$ cat config.mk
export PLATFORM = sky130hd
export DESIGN_NAME = muldiv_unit
export DESIGN_NICKNAME = d
export VERILOG_FILES = /design/src/rtl/muldiv_unit.sv
export SDC_FILE = /design/constraint.sdc
export NUM_CORES = 1
export LEC_CHECK = 0
export CORE_UTILIZATION = 41
export DETAILED_ROUTE_END_ITERATION = 8
export HOLD_SLACK_MARGIN = 0.02
export MAX_ROUTING_LAYER = met4
export PLACE_DENSITY = 0.66
export SLEW_MARGIN = 20
export SYNTH_ARGS = -nofsm -noshare
export SYNTH_HDL_FRONTEND = slang
export SYNTH_SLANG_ARGS = --single-unit
$ cat constraint.sdc
create_clock -name clk -period 15.1 [get_ports clk]
set_clock_uncertainty 0.05 [all_clocks]
set_input_delay 3.775 -clock clk [delete_from_list [all_inputs] [get_ports clk]]
set_output_delay 3.775 -clock clk [all_outputs]
set_load 0.02 [all_outputs]
$ cat src/rtl/muldiv_unit.sv
// Iterative multiply/divide unit with HI/LO registers: shift-add multiply and
// restoring divide, one bit per clock, WIDTH+1 cycles from start to done.
module muldiv_unit #(
   parameter int WIDTH = 32
) (
   input  logic             clk,
   input  logic             reset,
   input  logic             start,
   input  logic [1:0]       op,
   input  logic [WIDTH-1:0] a,
   input  logic [WIDTH-1:0] b,
   input  logic             hi_we,
   input  logic             lo_we,
   input  logic [WIDTH-1:0] wdata,
   output logic             busy,
   output logic             done,
   output logic             dbz,
   output logic [WIDTH-1:0] hi,
   output logic [WIDTH-1:0] lo
);

   localparam int CW = (WIDTH > 1) ? $clog2(WIDTH) : 1;
   localparam logic [WIDTH-1:0]   ONE  = {{(WIDTH-1){1'b0}}, 1'b1};
   localparam logic [2*WIDTH-1:0] ONE2 = {{(2*WIDTH-1){1'b0}}, 1'b1};

   typedef enum logic [1:0] {S_IDLE, S_RUN, S_DONE} state_t;

   state_t           r_state;
   state_t           w_state_next;
   logic [CW-1:0]    r_count;
   logic [1:0]       r_op;
   logic [WIDTH-1:0] r_a;
   logic [WIDTH-1:0] r_b_mag;
   logic [WIDTH:0]   r_rem;
   logic [WIDTH-1:0] r_quo;
   logic             r_neg_res;
   logic             r_neg_rem;
   logic             r_div0;
   logic             r_dbz;
   logic [WIDTH-1:0] r_hi;
   logic [WIDTH-1:0] r_lo;

   logic               w_accept;
   logic               w_last;
   logic               w_a_neg;
   logic               w_b_neg;
   logic [WIDTH-1:0]   w_a_mag;
   logic [WIDTH-1:0]   w_b_mag;
   logic [WIDTH:0]     w_add;
   logic [WIDTH:0]     w_shift;
   logic [WIDTH+1:0]   w_trial;
   logic [WIDTH:0]     w_rem_next;
   logic [WIDTH-1:0]   w_quo_next;
   logic [2*WIDTH-1:0] w_prod;
   logic [2*WIDTH-1:0] w_prod_fix;
   logic [WIDTH-1:0]   w_quo_fix;
   logic [WIDTH-1:0]   w_rem_fix;
   logic [WIDTH-1:0]   w_hi_res;
   logic [WIDTH-1:0]   w_lo_res;

   assign w_accept = start && (r_state != S_RUN);
   assign w_last   = (r_count == CW'(WIDTH-1));

   // Both operations run on magnitudes; signs are reapplied on the final step
   assign w_a_neg = op[0] & a[WIDTH-1];
   assign w_b_neg = op[0] & b[WIDTH-1];
   assign w_a_mag = w_a_neg ? (~a + ONE) : a;
   assign w_b_mag = w_b_neg ? (~b + ONE) : b;

   // State register
   always_ff @(posedge clk or posedge reset) begin
      if (reset) r_state <= S_IDLE;
      else       r_state <= w_state_next;
   end

   // Next-state logic
   always_comb begin
      w_state_next = r_state;
      case (r_state)
         S_IDLE:  if (start) w_state_next = S_RUN;
         S_RUN:   if (w_last) w_state_next = S_DONE;
         S_DONE:  w_state_next = start ? S_RUN : S_IDLE;
         default: w_state_next = S_IDLE;
      endcase
   end

   // Output logic
   always_comb begin
      busy = 1'b0;
      done = 1'b0;
      case (r_state)
         S_RUN:   busy = 1'b1;
         S_DONE:  done = 1'b1;
         default: ;
      endcase
   end

   // {r_rem, r_quo} is the product accumulator for multiply and the
   // partial-remainder/quotient pair for restoring divide
   always_comb begin
      w_add   = r_quo[0] ? (r_rem + {1'b0, r_b_mag}) : r_rem;
      w_shift = {r_rem[WIDTH-1:0], r_quo[WIDTH-1]};
      w_trial = {1'b0, w_shift} - {2'b00, r_b_mag};
      if (r_op[1]) begin
         if (!w_trial[WIDTH+1]) begin
            w_rem_next = w_trial[WIDTH:0];
            w_quo_next = {r_quo[WIDTH-2:0], 1'b1};
         end else begin
            w_rem_next = w_shift;
            w_quo_next = {r_quo[WIDTH-2:0], 1'b0};
         end
      end else begin
         w_rem_next = {1'b0, w_add[WIDTH:1]};
         w_quo_next = {w_add[0], r_quo[WIDTH-1:1]};
      end
   end

   assign w_prod     = {w_add, r_quo[WIDTH-1:1]};
   assign w_prod_fix = r_neg_res ? (~w_prod + ONE2) : w_prod;
   assign w_quo_fix  = r_neg_res ? (~w_quo_next + ONE) : w_quo_next;
   assign w_rem_fix  = r_neg_rem ? (~w_rem_next[WIDTH-1:0] + ONE) : w_rem_next[WIDTH-1:0];

   always_comb begin
      if (!r_op[1]) begin
         w_hi_res = w_prod_fix[2*WIDTH-1:WIDTH];
         w_lo_res = w_prod_fix[WIDTH-1:0];
      end else if (r_div0) begin
         w_hi_res = r_a;
         w_lo_res = '1;
      end else begin
         w_hi_res = w_rem_fix;
         w_lo_res = w_quo_fix;
      end
   end

   always_ff @(posedge clk or posedge reset) begin
      if (reset) begin
         r_count   <= '0;
         r_op      <= '0;
         r_a       <= '0;
         r_b_mag   <= '0;
         r_rem     <= '0;
         r_quo     <= '0;
         r_neg_res <= 1'b0;
         r_neg_rem <= 1'b0;
         r_div0    <= 1'b0;
         r_dbz     <= 1'b0;
         r_hi      <= '0;
         r_lo      <= '0;
      end else if (w_accept) begin
         r_count   <= '0;
         r_op      <= op;
         r_a       <= a;
         r_b_mag   <= w_b_mag;
         r_rem     <= '0;
         r_quo     <= w_a_mag;
         r_neg_res <= w_a_neg ^ w_b_neg;
         r_neg_rem <= w_a_neg;
         r_div0    <= op[1] && (b == '0);
         r_dbz     <= 1'b0;
      end else if (r_state == S_RUN) begin
         r_rem   <= w_rem_next;
         r_quo   <= w_quo_next;
         r_count <= r_count + CW'(1);
         if (w_last) begin
            r_hi  <= w_hi_res;
            r_lo  <= w_lo_res;
            r_dbz <= r_div0;
         end
      end else begin
         if (hi_we) r_hi <= wdata;
         if (lo_we) r_lo <= wdata;
      end
   end

   assign dbz = r_dbz;
   assign hi  = r_hi;
   assign lo  = r_lo;

endmodule

# [Word-level counts from Yosys, hierarchy flattened]
# Index checks and enable logic that the tools add are counted.
[totals] register_bits=206 latch_bits=0 ram_bits=0 romBits=0 in_bits=103 elab_cells=83 n_memories=0
[op_classes] addsub=8 multipliers=0 div_mod_pow=0 n_lt_le_gt_ge=0 n_eq_ne=6 shift=0 muxes=35 bitwise_logic=9 n_reduce_logical=12
[ops] operator="$mux W32" count=17
[ops] operator="$mux W33" count=5
[ops] operator="$add A32 B1 Y32 const B" count=4
[ops] operator="$not A32 Y32" count=4
[ops] operator="$add A64 B1 Y64 const B" count=1
[ops] operator="$mux W64" count=1
[ops] operator="$not A64 Y64" count=1
[ops] operator="$sub A33 B32 Y34" count=1
[ops] operator="$add A33 B32 Y33" count=1
[ops] operator="$logic_not A32 Y1" count=1
[ops] operator="$mux W5" count=2
[ops] operator="$reduce_bool A2 Y1" count=4
[ops] operator="$mux W1" count=7
[ops] operator="$pmux W2 S3" count=1
[ops] operator="$reduce_and A3 Y1" count=2
[ops] operator="$add A5 B1 Y5 const B" count=1
[ops] operator="$eq A5 B5 Y1 const B" count=1
[ops] operator="$mux W2" count=2
[ops] operator="$ne A2 B2 Y1 const B" count=2
[ops] operator="$reduce_and A2 Y1" count=2
[ops] operator="$and A1 B1 Y1" count=2
[ops] operator="$eq A2 B1 Y1 const B" count=1
[ops] operator="$eq A2 B2 Y1 const B" count=1
[ops] operator="$logic_and A1 B1 Y1" count=2
[ops] operator="4 further kinds" count=4

# [Depth between registers and ports, before layout]
[depth] depth_word=10 depth_mapped=26 depth_no_buf=21

# [Worst setup path after synthesis]
# OpenSTA, ideal clock, no wires.
[synth_path] path_kind="input to register" start="input port a[8]" end="register r_quo[27]" t_arrival_ns=6.239 t_required_ns=14.920 slack_ns=8.681 cell_stages=11 cell_sequence="or4_1 nor2_1 nand3_1 nor4_1 nand2_1 or4_1 o41ai_1 xor2_1 nand2_1 o211ai_1 o21ai_1"
[synth_via] elab_chain_len=4
[synth_lines] element="start: declaration" line="10" text="input logic [WIDTH-1:0] a,"
[synth_lines] element="$not A32 Y32" line="67" text="assign w_a_mag = w_a_neg ? (~a + ONE) : a;"
[synth_lines] element="$add A32 B1 Y32" line="67"
[synth_lines] element="$mux W32" line="67"
[synth_lines] element="$mux W32" line="150" text="end else if (w_accept) begin"
[synth_lines] element="end signal: assignment" line="156" text="r_quo <= w_a_mag;"
[synth_lines] element="end signal: assignment" line="163" text="r_quo <= w_quo_next;"
[synth_lines] element="end: declaration" line="35" text="logic [WIDTH-1:0] r_quo;"
# No other way between the ends.
# A chain may end at the register's enable or synchronous reset.

# [Worst setup path in the final report]
[layout_path] start="input port a[2]" end="register r_quo[27]"
# Same word-level chain as after synthesis.

==> results.txt <==
Status: completed
Root buffer cell: clkbuf_16
Synth Area per Inst: 7.700 sq um
Post-synthesis xor/xnor area fraction: 8.739%
Crit start category: primary input
Synth unique cells: 95
Nets: 2,673
Hpwl dp: 59.75 mm
Via density: 6.389
Unrepaired setup endpoints after global routing: no
Initial antenna violation count: 3
Row Count: 78
Final GP Congestion: 1.035
Post-synth EDFFs: 0
CP Capture Point: r_quo[27]$_DFFE_PP0P_
Drt first pass iters: 5
Clk slew on worst S/H paths: 0.06 ns
Cell count of the worst reg-to-reg path: 21
Register area: 5136 sq um
Initial Utilization: 41.52%
Iteration-0 DRC Markers: 2,276
Num ports: 170
Simple logic cell fraction of the synthesized area: 21.89%
Global-route wire length before repair: 116.2 mm
Die Span X: 216.4 microns
Vias after detailed routing: 19.92k
Worst Hold Class: register to register
Core ar.: 45,380 sq um
Total die area: 46,820 sq um
Drc violations: 0
Sink Count: 205
Max FO, Critical Path: 7
Arr. time, crit path: 7.29 ns
Most frequent cell after synthesis: nand2_1
Rel. slew slack: 27.15%
Synth area leaders: dfrtp_1 27%, nand2_1 6.2%, xnor2_1 5.8%, o21ai_0 5.0%, ha_1 4.7%
Syn nets: 2,623
Hold-fix buffers, CTS: 0
Max clock buf depth: 3
# setup viols final: 0
Antenna violation net count after detailed routing: 0
Hold path start: lo[0]$_DFFE_PP0P_
Grt total ovfl: 0
Post-synthesis sequential area ratio: 27.23%
Cells resized by post-CTS repair: 0
TNS Setup: 0 ns
Vias in the first global route: 18.61k
Worst Setup SP: a[2]
Critical Path Slowest Stage Cell: nor4_1
Clock Latency Late Sink: 0.58 ns
Compound-Gate Fraction of Synth Area: 27.67%
TritonCTS buffer count: 26
YS warnings: 0
Cell count after synthesis: 2,447
Overall Global Routing Usage: 33.38%
Endpoint of the worst register-to-register path: hi[30]$_DFFE_PP0P_
WS Path Type: primary input to register
H-tree depth: 1
Critical path, cell by cell: clkdlybuf4s50_1 -> nor4_1 -> nand3_1 -> nor4_1 -> nand2_1 -> or4_1 -> o41ai_1 -> xor2_1 -> nand2_1 -> o211ai_1 -> o21ai_1
Total Wirelength: 77.53 mm
Maxcap violations: 0
R2R Setup Slk: 8.33 ns
Multi-input gate area: 12,790 sq um
Mux contribution to synthesized area: 4.489%
Area grow syn2layout: 15.09%
Synth Area in Adders: 4.927%
Nature of the critical path endpoint: register
Crit path buffers/inverters: 1
Die height: 216.4 microns
Largest net degree at the start of global routing: 86
CTS tree: built
Post-synth top area cell: dfrtp_1
R2r startpoint: r_quo[31]$_DFFE_PP0P_
Fillers: 4,538
Final Cycle Share: 45.62%
CP Data Required Time: 15.50 ns
Post-synth top area share: 27.23%
Post-synth ARST share: 100.0%
Synth Cell Area: 18,840 sq um
Drt wl/cell: 24.87 microns
Largest family of logic cells by synthesized area: compound AO/OA/AOI/OAI gates
Largest stage delay on the critical path: 0.65 ns
FMAX: 145.2 MHz
Most used DFF post-synth: dfrtp_1
Share of cells above drive strength 1: 6.083%
Critical path depth: 11
Post-route minimum period: 6.888 ns
Actual slew at the worst max-slew pin: 1.089 ns
FF+latch count, synth: 205
Commonest cells in the synthesized netlist: 312 x nand2_1, 205 x dfrtp_1, 189 x o21ai_0, 178 x nor2_1, 144 x a21oi_1
Final hold viol count: 0
Top Family by Delay on Critical Path: simple AND/OR/NAND/NOR gates
Port Buf Inserts: 169
Max-slew violation total from the final report: 0
Setup bufs post-CTS: 0
-- flip-flops by register name, indices dropped and copies added (netlist names) --
| signal | cells |
|---|---|
| dbz | 1 |
| hi | 32 |
| lo | 32 |
| r_a | 32 |
| r_b_mag | 32 |
| r_count | 5 |
| r_div0 | 1 |
| r_neg_rem | 1 |
| r_neg_res | 1 |
| r_op | 1 |
| r_quo | 32 |
| r_rem | 33 |
| r_state | 2 |
-- per-layer routing --
layer / wire length [microns] / part of all wire, % / global-route usage [%]
met1: 33420 / 43 / 44.64
met2: 33050 / 43 / 48.54
met3: 8600 / 11 / 9.558
met4: 2460 / 3.2 / 9.953
met5: 0 / 0 / -
-- final cells by class --
| type | instances | area share [%] |
|---|---|---|
| multi-input cells | 1995 | 58.99 |
| diodes | 2 | 0.02308 |
| inverters | 69 | 1.229 |
| clock inverters | 9 | 0.5250 |
| flip-flops and latches | 205 | 23.68 |
| clock buffers | 37 | 3.237 |
| well taps | 600 | 3.462 |
| repair buffers | 200 | 8.851 |
-- worst min-delay path by stage --
stage	to	slack, ns	cells after the start
after global routing	lo[9]$_DFFE_PP0P_	0.47	2
after global placement	lo[0]$_DFFE_PP0P_	0.42	2
after detailed placement	hi[16]$_DFFE_PP0P_	0.43	1
after CTS	hi[16]$_DFFE_PP0P_	0.44	1
after floorplan	r_a[17]$_DFFE_PP0P_	0.40	2
final	lo[0]$_DFFE_PP0P_	0.44	2
-- metrics by stage --
stage | hold WS (ns) | instances | utilization [%] | instance area [sq um] | setup WS, ns
after floorplan | 0.4001 | 2447 | - | 18840 | 5.679
after global placement | 0.4167 | 3069 | 45.96 | 20860 | 7.754
after detailed placement | 0.4316 | 3069 | 45.96 | 20860 | 7.691
after CTS | 0.4445 | 3115 | 47.76 | 21670 | 8.273
after global routing | 0.4748 | 3117 | 47.79 | 21690 | 7.870
final | 0.4412 | 3117 | 47.79 | 21690 | 8.212
-- cell usage in the layout, fill, tap and decap left out, types with 59 or more instances in the layout --
cell type        instances
xor2_1                  64
nand2_1                311
clkdlybuf4s50_1        168
dfrtp_1                202
a21oi_1                142
ha_1                    71
inv_1                   63
nand3_1                 90
nor2_1                 177
xnor2_1                124
o21ai_0                189
nor3_1                  59
-- worst reg2reg max path, delay by kind of cell (launching register included) --
kind | cells | cell delay [ns]
AND/OR/NAND/NOR | 7 | 2.19
adder cells (fa/ha/maj) | 2 | 0.56
AO/OA/AOI/OAI | 10 | 2.61
buffers and inverters | 2 | 0.64
flip-flops | 1 | 0.61
-- cells by family (layout without fill, tap and decap cells) --
logic type      Yosys count  after routing
buf+inv                 247            315
flops                   205            205
xor+xnor                188            188
compound gates          788            788
fa+ha+maj                73             73
other cells               0              2
mux                      79             79
simple gates            867            867
Power is not shown: default switching activity piles up to over one toggle a cycle in this logic, so the estimate is an artifact.
